==> src/rtl/cnn_div_seq_25s_10s.sv <==
// Multi-cycle signed restoring divider: 25-bit signed dividend / 10-bit signed divisor,
// saturated 14-bit signed quotient and 10-bit signed remainder, truncating toward zero.
module cnn_div_seq_25s_10s #(
  parameter int unsigned DIVIDEND_W = 25,
  parameter int unsigned DIVISOR_W  = 10,
  parameter int unsigned QUOT_W     = 14
) (
  input  logic                         ap_clk,
  input  logic                         ap_rst_n,
  input  logic                         in_valid,
  output logic                         in_ready,
  input  logic signed [DIVIDEND_W-1:0] dividend,
  input  logic signed [DIVISOR_W-1:0]  divisor,
  output logic                         out_valid,
  input  logic                         out_ready,
  output logic signed [QUOT_W-1:0]     quotient,
  output logic signed [DIVISOR_W-1:0]  remainder,
  output logic                         ovf,
  output logic                         div_zero
);

  localparam int unsigned CNT_W = $clog2(DIVIDEND_W);
  localparam int unsigned REM_W = DIVISOR_W + 1;

  localparam logic [DIVIDEND_W-1:0] QMAG_POS = DIVIDEND_W'((1 << (QUOT_W - 1)) - 1);
  localparam logic [DIVIDEND_W-1:0] QMAG_NEG = DIVIDEND_W'(1 << (QUOT_W - 1));
  localparam logic [QUOT_W-1:0]     QSAT_POS = {1'b0, {(QUOT_W - 1){1'b1}}};
  localparam logic [QUOT_W-1:0]     QSAT_NEG = {1'b1, {(QUOT_W - 1){1'b0}}};

  typedef enum logic [1:0] {IDLE, CALC, FIX, DONE} state_t;

  state_t                  state, state_nx;
  logic [DIVIDEND_W-1:0]   dvd, dvd_nx;
  logic [DIVISOR_W-1:0]    dsr, dsr_nx;
  logic [DIVISOR_W-1:0]    rem, rem_nx;
  logic [CNT_W-1:0]        cnt, cnt_nx;
  logic                    sign_q, sign_q_nx;
  logic                    sign_r, sign_r_nx;
  logic                    dz, dz_nx;
  logic                    in_ready_nx, out_valid_nx, ovf_nx, div_zero_nx;
  logic [QUOT_W-1:0]       quotient_nx;
  logic [DIVISOR_W-1:0]    remainder_nx;

  logic [REM_W-1:0]        rem_shift_c;
  logic [DIVIDEND_W-1:0]   qneg_c;
  logic [DIVISOR_W-1:0]    rneg_c;

  // State and datapath registers
  always_ff @(posedge ap_clk or negedge ap_rst_n) begin
    if (!ap_rst_n) begin
      state     <= IDLE;
      dvd       <= '0;
      dsr       <= '0;
      rem       <= '0;
      cnt       <= '0;
      sign_q    <= 1'b0;
      sign_r    <= 1'b0;
      dz        <= 1'b0;
      in_ready  <= 1'b0;
      out_valid <= 1'b0;
      quotient  <= '0;
      remainder <= '0;
      ovf       <= 1'b0;
      div_zero  <= 1'b0;
    end else begin
      state     <= state_nx;
      dvd       <= dvd_nx;
      dsr       <= dsr_nx;
      rem       <= rem_nx;
      cnt       <= cnt_nx;
      sign_q    <= sign_q_nx;
      sign_r    <= sign_r_nx;
      dz        <= dz_nx;
      in_ready  <= in_ready_nx;
      out_valid <= out_valid_nx;
      quotient  <= quotient_nx;
      remainder <= remainder_nx;
      ovf       <= ovf_nx;
      div_zero  <= div_zero_nx;
    end
  end

  // Next-state, datapath and registered-output logic
  always_comb begin
    state_nx     = state;
    dvd_nx       = dvd;
    dsr_nx       = dsr;
    rem_nx       = rem;
    cnt_nx       = cnt;
    sign_q_nx    = sign_q;
    sign_r_nx    = sign_r;
    dz_nx        = dz;
    out_valid_nx = out_valid;
    quotient_nx  = quotient;
    remainder_nx = remainder;
    ovf_nx       = ovf;
    div_zero_nx  = div_zero;

    rem_shift_c  = {rem, dvd[DIVIDEND_W-1]};
    qneg_c       = DIVIDEND_W'(0) - dvd;
    rneg_c       = DIVISOR_W'(0) - rem;

    case (state)
      IDLE: begin
        if (in_valid && in_ready) begin
          dvd_nx    = dividend[DIVIDEND_W-1] ? DIVIDEND_W'(DIVIDEND_W'(0) - dividend)
                                             : DIVIDEND_W'(dividend);
          dsr_nx    = divisor[DIVISOR_W-1] ? DIVISOR_W'(DIVISOR_W'(0) - divisor)
                                           : DIVISOR_W'(divisor);
          sign_q_nx = dividend[DIVIDEND_W-1] ^ divisor[DIVISOR_W-1];
          sign_r_nx = dividend[DIVIDEND_W-1];
          rem_nx    = '0;
          cnt_nx    = CNT_W'(DIVIDEND_W - 1);
          dz_nx     = (divisor == '0);
          // A zero divisor skips iteration; FIX formats the saturated result.
          state_nx  = (divisor == '0) ? FIX : CALC;
        end
      end
      CALC: begin
        if (rem_shift_c >= {1'b0, dsr}) begin
          rem_nx = DIVISOR_W'(rem_shift_c - {1'b0, dsr});
          dvd_nx = {dvd[DIVIDEND_W-2:0], 1'b1};
        end else begin
          rem_nx = rem_shift_c[DIVISOR_W-1:0];
          dvd_nx = {dvd[DIVIDEND_W-2:0], 1'b0};
        end
        cnt_nx = cnt - 1'b1;
        if (cnt == '0) state_nx = FIX;
      end
      FIX: begin
        out_valid_nx = 1'b1;
        div_zero_nx  = dz;
        ovf_nx       = 1'b0;
        remainder_nx = '0;
        if (dz) begin
          quotient_nx = sign_r ? QSAT_NEG : QSAT_POS;
        end else if (!sign_q && (dvd > QMAG_POS)) begin
          quotient_nx = QSAT_POS;
          ovf_nx      = 1'b1;
        end else if (sign_q && (dvd > QMAG_NEG)) begin
          quotient_nx = QSAT_NEG;
          ovf_nx      = 1'b1;
        end else begin
          quotient_nx  = sign_q ? qneg_c[QUOT_W-1:0] : dvd[QUOT_W-1:0];
          remainder_nx = sign_r ? rneg_c : rem;
        end
        state_nx = DONE;
      end
      DONE: begin
        if (out_ready) begin
          out_valid_nx = 1'b0;
          state_nx     = IDLE;
        end
      end
      default: state_nx = IDLE;
    endcase

    in_ready_nx = (state_nx == IDLE);
  end

endmodule

==> config.mk <==
export PLATFORM = sky130hd
export DESIGN_NAME = cnn_div_seq_25s_10s
export DESIGN_NICKNAME = d
export VERILOG_FILES = /design/src/rtl/cnn_div_seq_25s_10s.sv
export SDC_FILE = /design/constraint.sdc
export NUM_CORES = 1
export LEC_CHECK = 0
export BUFFER_PORTS_ARGS = -buffer_cell sky130_fd_sc_hd__buf_4
export CORE_ASPECT_RATIO = 1.2
export CORE_MARGIN = 2
export CORE_UTILIZATION = 29
export DETAILED_ROUTE_END_ITERATION = 8
export SYNTH_ARGS = -nofsm -noshare
export SYNTH_HDL_FRONTEND = slang
export SYNTH_SLANG_ARGS = --single-unit
==> constraint.sdc <==
create_clock -name ap_clk -period 2.1 [get_ports ap_clk]
set_clock_uncertainty 0.15 [all_clocks]
set_input_delay 0.42 -clock ap_clk [delete_from_list [all_inputs] [get_ports ap_clk]]
set_output_delay 0.42 -clock ap_clk [all_outputs]
set_load 0.01 [all_outputs]
# [After elaboration in Yosys (flattened, before gate mapping)]
# Index checks and enable logic that the tools add are counted.
[totals] ff_bits=83 out_inout_bits=28
[op_classes] magnitude_cmp=3 bitwise=1 add_sub_neg=6 reduce_logical=13 n_mux=29 n_eq_ne=5
[ops] cell="$mux W10" count=7
[ops] cell="$mux W14" count=5
[ops] cell="$mux W25" count=2
[ops] cell="$pmux W25 S2" count=1
[ops] cell="$gt A25 B13 Y1 const B" count=1
[ops] cell="$gt A25 B14 Y1 const B" count=1
[ops] cell="$sub A1 B25 Y25 const A" count=1
[ops] cell="$pmux W10 S2" count=1
[ops] cell="$sub A1 B10 Y10 const A" count=2
[ops] cell="$sub A1 B14 Y14 const A" count=1
[ops] cell="$ge A11 B10 Y1" count=1
[ops] cell="$logic_not A10 Y1" count=1
[ops] cell="$pmux W5 S2" count=1
[ops] cell="$sub A10 B10 Y10" count=1
[ops] cell="$mux W2" count=4
[ops] cell="$pmux W2 S4" count=1
[ops] cell="$reduce_and A2 Y1" count=3
[ops] cell="$logic_not A5 Y1" count=1
[ops] cell="$mux W1" count=5
[ops] cell="$mux W5" count=1
[ops] cell="$sub A5 B1 Y5 const B" count=1
[ops] cell="$eq A2 B2 Y1 const B" count=2
[ops] cell="$logic_not A2 Y1" count=2
[ops] cell="$ne A2 B2 Y1 const B" count=2
[ops] cell="other kinds (6)" count=9

# [Longest topological paths before layout]
# Gate-level depths: netlist of the first run.
[depth] word_depth=5 depth_mapped=9

# [Worst setup path before layout of the first run]
# OpenSTA, ideal clock, no wires.
[synth_timing] kind="input port to flip-flop" from="in dividend[9]" to="reg dvd[15]" slack_ns=-0.216 cell_stages=6 setup_ns=0.131 t_arrival_ns=2.035 cell_sequence="or4_4 or4_4 buf_6 o41ai_2 xor2_1 o21ai_1"
[synth_via] elab_chain_cells=4
[synth_rtl] item="start: declaration" line="12" source="input logic signed [DIVIDEND_W-1:0] dividend,"
[synth_rtl] item="$sub A1 B25 Y25" line="106" source="dvd_nx = dividend[DIVIDEND_W-1] ? DIVIDEND_W'(DIVIDEND_W'(0) - dividend)"
[synth_rtl] item="$mux W25" line="106"
[synth_rtl] item="$mux W25" line="105" source="if (in_valid && in_ready) begin"
[synth_rtl] item="$pmux W25 S2" line="103" source="case (state)"
[synth_rtl] item="end signal: assignment" line="67" source="dvd <= dvd_nx;"
[synth_rtl] item="end: declaration" line="33" source="logic [DIVIDEND_W-1:0] dvd, dvd_nx;"
# No other way between the ends. The select of a mux whose other input is x is not followed.
# A chain may end at the register's enable or synchronous reset.

# [Final worst setup path of the first run]
[layout_timing] from="reg dvd[0]" to="reg quotient[12]"
[layout_via] elab_chain_cells=5 word_cells_on_any_way=9 cone_classes="add/sub (1); order compare (2); mux (4); reduce/logical (2)"
[layout_rtl] item="$gt A25 B14 Y1 or $sub A1 B14 Y14 (tied branches)" line="140, 100"
[layout_rtl] item="$logic_and A1 B1 Y1 or $mux W14 (tied branches)" line="140, 144"
[layout_rtl] item="$mux W14" line="140" source="end else if (sign_q && (dvd > QMAG_NEG)) begin"
[layout_rtl] item="$mux W14 *" line="137" source="end else if (!sign_q && (dvd > QMAG_POS)) begin"
[layout_rtl] item="$mux W14 *" line="135" source="if (dz) begin"
[layout_rtl] item="end signal: assignment" line="76" source="quotient <= quotient_nx;"
[layout_rtl] item="end: declaration" line="16" source="output logic signed [QUOT_W-1:0] quotient,"
# Every way passes the cells marked *; elsewhere a longest branch is shown, timed or not.

==> impl_metrics.tcl, run 1 <==
set metrics [dict create \
    synthFlopType "dfrtp_1" \
    wl_um 15000 \
    synth_top_family_by_area "compound AO/OA/AOI/OAI gates" \
    cpPeakStageDelay_ns 0.39 \
    rr_endpoint "quotient[12]" \
    synth-async-reset-ratio_pct 100 \
    clock_sinks 83 \
    routedWlPerCell_um 15.2 \
    layout_common_cells "buf_4 (162), dfrtp_1 (83), nand2_1 (69)" \
    synth_enable_flop_cells 0 \
    syn-mean-instance-area_um2 8.72 \
    grt_max_degree 39 \
    fmax_mhz 458 \
    holdPathStages 4 \
    grt_use_total_pct 15.7 \
    antenna_found_initial 0 \
    vias 5055 \
    run_status "finished with violations" \
    hold-path-endpoint "out_valid" \
    cts-root-buf "clkbuf_16" \
    synthMuxAreaShare_pct 1.34 \
    arrival_ns 2.26 \
    netlist_instances 601 \
    r2r_cells 9 \
    maxCapViolations 0 \
    antenna_left 0 \
    drv_slew 0 \
    overflow 0 \
    die-area_um2 19200 \
    yosysWarningCount 0 \
    worst_setup_path_end_kind "flip-flop" \
    cp_max_fo 4 \
    antenna_cells 0 \
    slew_headroom_pct 62.8 \
    crit_type "reg -> reg" \
    r2r_setup_slack_ns -0.08 \
    ys_types 65 \
    ir_drop_uv 554 \
    startpoint_type "flip-flop" \
    cts_made_buffers 9 \
    layout.nets 816 \
    synthSimpleGateAreaFrac_pct 20.9 \
    fin_setup_tns_ns -0.620 \
    grt_pass1_wl_um 24500 \
    path_cells "buf_6 -> inv_4 -> ha_4 -> nand3b_1 -> buf_4 -> nor3_4 -> mux2i_1 -> o22ai_1 -> a221o_1" \
    ys_seq_area_share_pct 39.6 \
    vias_per_cell 5.14 \
    floorplan.initialDensity_pct 29.7 \
    tightest_slew_ns 0.555 \
    gp_congestion 0.922 \
    setup_viol 12 \
    placed_area_um2 6820 \
    syn_area_um2 5240 \
    worst_slack_ns -0.0831 \
    power_density_nw_per_um2 1540 \
    final_common_cell "buf_4" \
    worstHoldStart "out_ready" \
    synth_xor_area_share_pct 6.35 \
    synth_compound_area_share_pct 22.8 \
    cts_max_path_buffers 2 \
    synthAdderAreaFrac_pct 4.44 \
    p_leak_nw 3.43 \
    period_share_pct 104 \
    fin_area_um2 7670 \
    drive_gt1_share_pct 37.3 \
    rsz0062_at_grt "yes" \
    drt_pass1_iterations 5 \
    crit_path_top_delay_cell "dfrtp_1" \
    drc 0 \
    area_delta_synth_final_pct 46.5 \
    numPortBuffers 66 \
    clk_latency_ns 0.34 \
    r2r_start "dvd[0]" \
    drt_iter0_drc 252 \
    final.fill_count 1706 \
    syn-num-nets 658 \
    ios 67 \
    pre_cts_slack_ns -0.343 \
    synth-seq-cells 83 \
    layout_min_cycle_time_ns 2.18 \
    rows 53 \
    crit_required_ns 2.17 \
    grt_pass1_vias 5014 \
    h-tree-depth 3 \
    hold_class "in -> reg" \
    cts_tree "done" \
    violations "setup timing" \
    core_region_area_um2 17600 \
    die_w_um 127 \
    hpwl_um 11000 \
    hold_viol_final 0 \
    chipHeight_um 151 \
    path_clk_slew_ns 0.06 \
]
stage by stage:
stage               util [%]  hold WS [ns]  power, mW  std cells
CTS                     41.8         0.189       11.2        976
global placement        38.7         0.208       9.00        955
detailed placement      38.7         0.209       9.08        955
finish                  43.5         0.198       11.8        984
floorplan                  -       -0.0256       6.55        601
global route            43.5         0.218       12.8        984
state kept, by name (all words and copies together), names as in the netlist:
signal / count
out_valid: 1
dvd: 25
remainder: 10
rem: 10
ovf: 1
dsr: 10
quotient: 14
div_zero: 1
sign_q: 1
dz: 1
cnt: 5
in_ready: 1
state: 2
sign_r: 1
layer usage:
| metal | part of all wire, % | global-route usage, % | routed length, um | up-vias |
|---|---|---|---|---|
| met2 | 50 | 27.6 | 7460 | 95 |
| met4 | 1.9 | 4.67 | 289 | 0 |
| li1 | - | - | - | 2508 |
| met3 | 3.4 | 2.68 | 501 | 25 |
| met1 | 45 | 19.8 | 6700 | 2427 |
| met5 | 0 | 0 | 0 | - |
worst max-delay path by stage:
| stage | start | to | depth (start not counted) |
|---|---|---|---|
| 2_1_floorplan | dividend[9] | dvd[15] | 6 |
| 3_3_place_gp | dividend[9] | dvd[15] | 6 |
| 3_5_place_dp | dividend[9] | dvd[21] | 7 |
| 4_1_cts | dvd[24] | rem[6] | 9 |
| 5_1_grt | rem[3] | rem[2] | 9 |
| 6_report | dvd[0] | quotient[12] | 9 |
cells in the mapped netlist, drive strengths merged, types with 2 or more instances:
cell type / instances / area share (%)
a222oi: 3 / 0.57
a32o: 2 / 0.38
and3: 4 / 0.48
or2: 2 / 0.24
xnor2: 8 / 1.3
nor3b: 3 / 0.43
o311ai: 5 / 0.84
o21ai: 62 / 5.9
ha: 17 / 4.1
a21oi: 33 / 3.2
nor3: 17 / 2.1
dfrtp: 83 / 40
a211oi: 3 / 0.43
xor2: 30 / 5.0
inv: 26 / 1.9
o211ai: 6 / 0.86
a31oi: 5 / 0.60
nor2b: 9 / 1.1
or3: 7 / 0.84
nand3: 25 / 2.4
a22o: 9 / 1.5
nand2: 71 / 5.1
buf: 6 / 0.67
a32oi: 2 / 0.33
nand2b: 17 / 2.0
nor2: 29 / 2.1
nor4: 8 / 1.2
o22ai: 3 / 0.36
o41ai: 6 / 1.1
mux2i: 7 / 1.3
and2: 2 / 0.24
o31ai: 13 / 2.0
clkbuf: 28 / 2.0
nor4b: 2 / 0.33
or4: 6 / 1.0
nand3b: 2 / 0.29
a22oi: 16 / 2.3
nand4: 5 / 0.60
o21a: 2 / 0.29
kinds of logic after synthesis:
family,count (synthesis)
XOR/XNOR,38
flip-flops,83
AND/OR/NAND/NOR,212
multiplexers,7
adder cells (fa/ha/maj),18
buffers and inverters,60
AO/OA/AOI/OAI,183
worst max-delay path: cells and delay by family, from the launching register on:
| family | cells | cell delay, ns |
|---|---|---|
| buffers and inverters | 3 | 0.41 |
| AO/OA/AOI/OAI | 2 | 0.41 |
| flip-flops | 1 | 0.39 |
| AND/OR/NAND/NOR | 2 | 0.36 |
| multiplexers | 1 | 0.23 |
| adder cells (fa/ha/maj) | 1 | 0.12 |
report_power, final:
part           leakage (nW)  switching (mW)  internal (mW)
Combinational          2.22            3.62           3.55
Sequential             1.05           0.613           2.32
Clock                 0.159           0.668           1.04
area by class of cell:
cell class | instances | area [um^2] | share of cell area (%)
multi-input cells | 458 | 3410 | 44.4
flip-flops and latches | 83 | 2080 | 27.1
clock inverters | 7 | 92.6 | 1.21
well taps | 220 | 275 | 3.59
clock buffers | 9 | 225 | 2.93
repair buffers | 181 | 1500 | 19.5
inverters | 26 | 100 | 1.30
timing repair:
item	4_1_cts	5_1_grt
pin swaps	28	35
resized for setup	56	51
setup endpoints to repair	35	44
hold endpoints to repair	22	0
gates cloned	1	0
hold buffers	1	0
setup buffers	3	8
Note: power is estimated with default switching activity, not from simulation.
==> inputs of run 2 (changes only) <==
ABC_AREA = 1   (was unset)
CAP_MARGIN = 30   (was unset)
==> run 2 against run 1 <==
Effect of this change:
- the run now ends clean
- sequential power rose by 2%
- clock power increased by 2%
- core utilization shrank 6.3 points
- synthesized cell count grew 37%
- routed wire length grew 1.6%
- critical endpoint is now rem[3]
- largest cell class unchanged
- highest routed layer unchanged
==> impl_metrics.tcl, run 2 <==
set metrics [dict create \
    crit_type "reg -> reg" \
    area_delta_synth_final_pct 25.9 \
    crit_path_top_delay_cell "dfrtp_1" \
    grt_max_degree 31 \
    netlist_instances 823 \
    tightest_slew_ns 0.442 \
    vias_per_cell 4.59 \
    p_leak_nw 3.59 \
    routedWlPerCell_um 12.8 \
    drv_slew 0 \
    vias 5439 \
    h-tree-depth 3 \
    rsz0062_at_grt "yes" \
    fmax_mhz 513 \
    grt_util_met3_pct 2.07 \
    yosysWarningCount 0 \
    core_region_area_um2 19500 \
    rows 56 \
    rr_endpoint "rem[3]" \
    final_common_cell "nand2_1" \
    netlist_top_cells_count "nand2_1 (253), inv_1 (90), dfrtp_1 (83)" \
    antenna_cells 0 \
    drc 0 \
    gp_congestion 0.871 \
    cpPeakStageDelay_ns 0.39 \
    ys_types 46 \
    cp_common_cell "nand2_1" \
    die-area_um2 21000 \
    grt_pass1_wl_um 25800 \
    hold_viol_final 0 \
    final_cell_count_no_fill 1184 \
    drt_iter0_drc 359 \
    r2r_start "dsr[7]" \
    synth.top_cells.by_area "dfrtp_1 (36%), nand2_1 (17%), inv_1 (5.9%), nand3_1 (5.4%), nor2_1 (5.0%)" \
    floorplan.initialDensity_pct 29.5 \
    syn-mean-instance-area_um2 6.99 \
    startpoint "dsr[7]" \
    cp_max_fo 11 \
    use_met1_pct 20.1 \
    path_depth 11 \
    syn_area_um2 5750 \
    fin_setup_tns_ns 0 \
    drt_pass1_iterations 5 \
    synth-seq-cells 83 \
    reg.largest.list "dvd: 25 flops, quotient: 14 flops" \
    hold_class "in -> reg" \
    clock_sinks 83 \
    cts_tree "done" \
    ys_seq_area_share_pct 36.1 \
    synth_enable_flop_cells 0 \
    cts_max_path_buffers 2 \
    layout.nets 975 \
    layout_common_cells "nand2_1 (252), buf_4 (104), inv_1 (87)" \
    path_cells "inv_2 -> ha_4 -> nand2_1 -> nor3_2 -> buf_4 -> a21oi_2 -> nand3_2 -> buf_6 -> nand2_1 -> nand2_1 -> o21ai_0" \
    antenna_found_initial 0 \
    yosysMostFrequentCell "nand2_1" \
    drive_gt1_share_pct 19.8 \
    startpoint_type "flip-flop" \
    grt_pass1_vias 5244 \
    r2r_cells 11 \
    cp-endpoint "rem[3]" \
    busiest_layer "met2" \
    grtUsageMet2_pct 25.4 \
    die_w_um 133 \
    cts_made_buffers 9 \
    synth_area_leader_cell "dfrtp_1" \
    chipHeight_um 158 \
    regMostFlops "dvd" \
    syn-num-nets 880 \
    wl_um 15200 \
    largest_reg_flops 25 \
    synth_top_area_share_pct 36.1 \
    path_buf_inv 3 \
    run_status "finished, final reports clean" \
    power_density_nw_per_um2 1600 \
    period_share_pct 92.9 \
    worst_setup_path_end_kind "flip-flop" \
    synth-async-reset-ratio_pct 100 \
    slew_headroom_pct 70.5 \
    synthFlopType "dfrtp_1" \
    ios 67 \
    cts-root-buf "clkbuf_16" \
    clk_latency_ns 0.34 \
    path_clk_slew_ns 0.06 \
    dp_cells 1164 \
    path_delay_family "simple AND/OR/NAND/NOR gates" \
    ir_drop_uv 544 \
    hpwl_um 12000 \
    setup_viol 0 \
    crit_required_ns 2.20 \
    r2r_setup_slack_ns 0.15 \
    grt_use_total_pct 15.0 \
    arrival_ns 2.05 \
    layout_min_cycle_time_ns 1.95 \
    maxCapViolations 0 \
    overflow 0 \
    antenna_left 0 \
    numPortBuffers 66 \
]
## run 2: layout make-up
class | count | area [um^2]
multi-input cells | 615 | 3260
well taps | 261 | 327
repair buffers | 109 | 862
clock inverters | 5 | 85.1
flip-flops and latches | 83 | 2080
clock buffers | 11 | 253
inverters | 100 | 375
fillers | 2139 | 12200
## run 2: what timing repair did
action / CTS / global route
buffers inserted: 0 / 3
hold endpoints to repair: 28 / 0
hold buffers: 1 / 0
endpoints found under the setup margin: 0 / 18
resized for setup: 0 / 16
## run 2: power by group
part	leakage, nW	switching [mW]	internal [mW]
registers	1.04	0.618	2.37
clock network	0.162	0.642	1.11
logic	2.39	3.95	2.90
## run 2: stage by stage
| stage | setup WS, ns | hold slack [ns] | cell area [um^2] | util [%] | power (mW) |
|---|---|---|---|---|---|
| after floorplan | 0.151 | -0.0256 | 5750 | - | 7.48 |
| after global placement | 0.0790 | 0.246 | 6780 | 34.8 | 9.47 |
| after detailed placement | 0.0740 | 0.252 | 6780 | 34.8 | 9.54 |
| after CTS | 0.0723 | 0.121 | 7120 | 36.6 | 11.4 |
| after global routing | -0.0288 | 0.120 | 7240 | 37.2 | 12.8 |
| final | 0.149 | 0.138 | 7240 | 37.2 | 11.6 |
## run 2: worst register-to-register path, stage by stage (launching register included)
cell and delay [ns]:
dfrtp_1 0.39, inv_2 0.08, ha_4 0.22, nand2_1 0.11, nor3_2 0.07, buf_4 0.14
a21oi_2 0.16, nand3_2 0.12, buf_6 0.16, nand2_1 0.06, nand2_1 0.05, o21ai_0 0.16
## run 2: worst min path at each step
stage	start	to	cells after the start
finish	out_ready	out_valid	2
CTS	out_ready	out_valid	2
floorplan	ap_rst_n	cnt[0]	0
global placement	ap_rst_n	dsr[7]	1
global route	out_ready	out_valid	2
detailed placement	ap_rst_n	dsr[7]	1
## run 2: kinds of logic after synthesis
| group | count (synthesis) | share of synthesized area (%) |
|---|---|---|
| compound gates | 126 | 13.2 |
| xor+xnor | 30 | 4.57 |
| fa+ha+maj | 18 | 4.05 |
| buf+inv | 125 | 8.79 |
| flops | 83 | 36.1 |
| simple gates | 441 | 33.3 |
## run 2: routing by layer
layer | up-vias | part of all wire (%)
met5 | - | 0
met3 | 9 | 3.0
met2 | 102 | 47
met1 | 2470 | 49
li1 | 2858 | -
met4 | 0 | 1.0
==> inputs of run 3 (changes only) <==
SETUP_SLACK_MARGIN = 0.4   (was unset)
==> run 3 against run 2 <==
Effect of this change:
- largest cell class unchanged
- power up 16%
- core utilization up 3.6 points
- first-iteration DRC count down 23%
- largest power group unchanged
- cell count up 2.2%
- combinational power up 25%
- via count up 7.0%
- sequential cell count unchanged
- highest routed layer unchanged
- global-route usage up 1.1 points
- critical path depth up 1
==> impl_metrics.tcl, run 3 (same netlist as run 2, synthesis figures left out) <==
set metrics [dict create \
    grt_pass1_vias 5570 \
    rsz0062_at_grt "yes" \
    largest_reg_flops 25 \
    arrival_ns 2.02 \
    drive_gt1_share_pct 31.7 \
    cts_max_path_buffers 2 \
    gp_congestion 0.872 \
    tightest_slew_ns 0.367 \
    fmax_mhz 516 \
    p_leak_nw 3.78 \
    run_status "finished, final reports clean" \
    cp_max_fo 5 \
    layout_common_cells "nand2_1 (217), buf_4 (113), inv_1 (75)" \
    die-area_um2 21000 \
    maxCapViolations 0 \
    drt_pass1_iterations 4 \
    rows 56 \
    cts-root-buf "clkbuf_16" \
    final_core_util_pct 40.7 \
    p_comb_share_pct 64.1 \
    grt_max_degree 39 \
    p_int_mw 7.21 \
    cts_made_buffers 9 \
    die_w_um 133 \
    ios 67 \
    dp_cells 1154 \
    path_clk_slew_ns 0.06 \
    numPortBuffers 66 \
    startpoint_type "flip-flop" \
    ir_drop_uv 616 \
    antenna_cells 0 \
    swShare_pct 46.2 \
    layout_min_cycle_time_ns 1.94 \
    hold_class "in -> reg" \
    path_delay_family "simple AND/OR/NAND/NOR gates" \
    worst_setup_path_end_kind "flip-flop" \
    floorplan.initialDensity_pct 29.5 \
    placed_area_um2 6880 \
    hold_ws_ns 0.139 \
    reg.largest.list "dvd: 25 flops, quotient: 14 flops" \
    fin_area_um2 7940 \
    h-tree-depth 3 \
    vias 5819 \
    crit_path_top_delay_cell "dfrtp_2" \
    p_sw_mw 6.20 \
    period_share_pct 92.3 \
    clock_sinks 83 \
    final_cell_count_no_fill 1210 \
    hpwl_um 12300 \
    grt_use_total_pct 16.1 \
    vias_per_cell 4.81 \
    regMostFlops "dvd" \
    crit_type "reg -> reg" \
    slew_headroom_pct 75.6 \
    clk_latency_ns 0.34 \
    antenna_found_initial 0 \
    layout.nets 1001 \
    power_density_nw_per_um2 1690 \
    drc 0 \
    wl_um 17100 \
    hold_viol_final 0 \
    drt_iter0_drc 278 \
    antenna_left 0 \
    chipHeight_um 158 \
    pwr-share-seq_pct 23.2 \
    grt_pass1_wl_um 27500 \
    routedWlPerCell_um 14.1 \
    path_buf_inv 1 \
    cpPeakStageDelay_ns 0.44 \
    cts_tree "done" \
    drv_slew 0 \
    area_delta_synth_final_pct 38.0 \
    crit_required_ns 2.18 \
    setup_viol 0 \
    power_mw 13.4 \
    final_common_cell "nand2_1" \
    core_region_area_um2 19500 \
    pwr-share-clk_pct 12.7 \
    cp_common_cell "nand2_2" \
    overflow 0 \
    path_cells "ha_4 -> nand2_2 -> nand2_2 -> nand2_2 -> nand2_2 -> a21oi_4 -> buf_6 -> nand3_4 -> nor2_1 -> nor2_1 -> nand2_1 -> nand2_1" \
]
-- run 3: path summary, 6_finish.rpt --
kind	startpoint	endpoint	slack [ns]	depth (start not counted)
min in group asynchronous	ap_rst_n	remainder[4]	0.40	2
min	out_ready	out_valid	0.14	2
min reg2reg	div_zero	div_zero	0.33	2
max in group asynchronous	ap_rst_n	remainder[2]	0.79	3
max reg2reg	rem[3]	rem[8]	0.16	12
max	rem[3]	rem[8]	0.16	12
-- run 3: metrics by stage --
step           worst slack, ns  setup TNS, ns
4_1_cts                  0.175              0
5_1_grt                 0.0952              0
3_5_place_dp           -0.0432        -0.0432
3_3_place_gp            0.0419              0
2_1_floorplan            0.310              0
6_report                 0.162              0
-- run 3: timing repair --
action | CTS | global route
setup buffers | 9 | 24
resized for setup | 20 | 94
cloned | 2 | 4
pin swaps | 12 | 28
endpoints found under the hold margin | 22 | 0
endpoints found under the setup margin | 38 | 62
hold buffers | 1 | 0
-- run 3: final cells by class --
class                           count  area [um^2]
Clock buffer                       12          236
Clock inverter                      4         75.1
Fill cell                        2065        11500
Inverter                          100          378
Multi-Input combinational cell    620         3720
Sequential cell                    83         2090
Tap cell                          261          327
Timing Repair Buffer              130         1110
-- run 3: layer usage --
metal  wire (um)  track usage [%]  up-vias
met5           0                0        -
met4         337             5.58        0
met3         544             1.50       25
met2        8530             28.3      131
met1        7660             20.8     2744
li1            -                -     2919
-- run 3: power by group through the flow --
| stage | Sequential [mW] | Combinational, mW | Clock, mW |
|---|---|---|---|
| after floorplan | 3.04 | 4.95 | 0 |
| after global placement | 3.10 | 6.75 | 0 |
| after detailed placement | 3.11 | 6.82 | 0 |
| after CTS | 3.08 | 7.27 | 1.75 |
| after global routing | 3.20 | 9.53 | 1.83 |
| final | 3.11 | 8.59 | 1.71 |
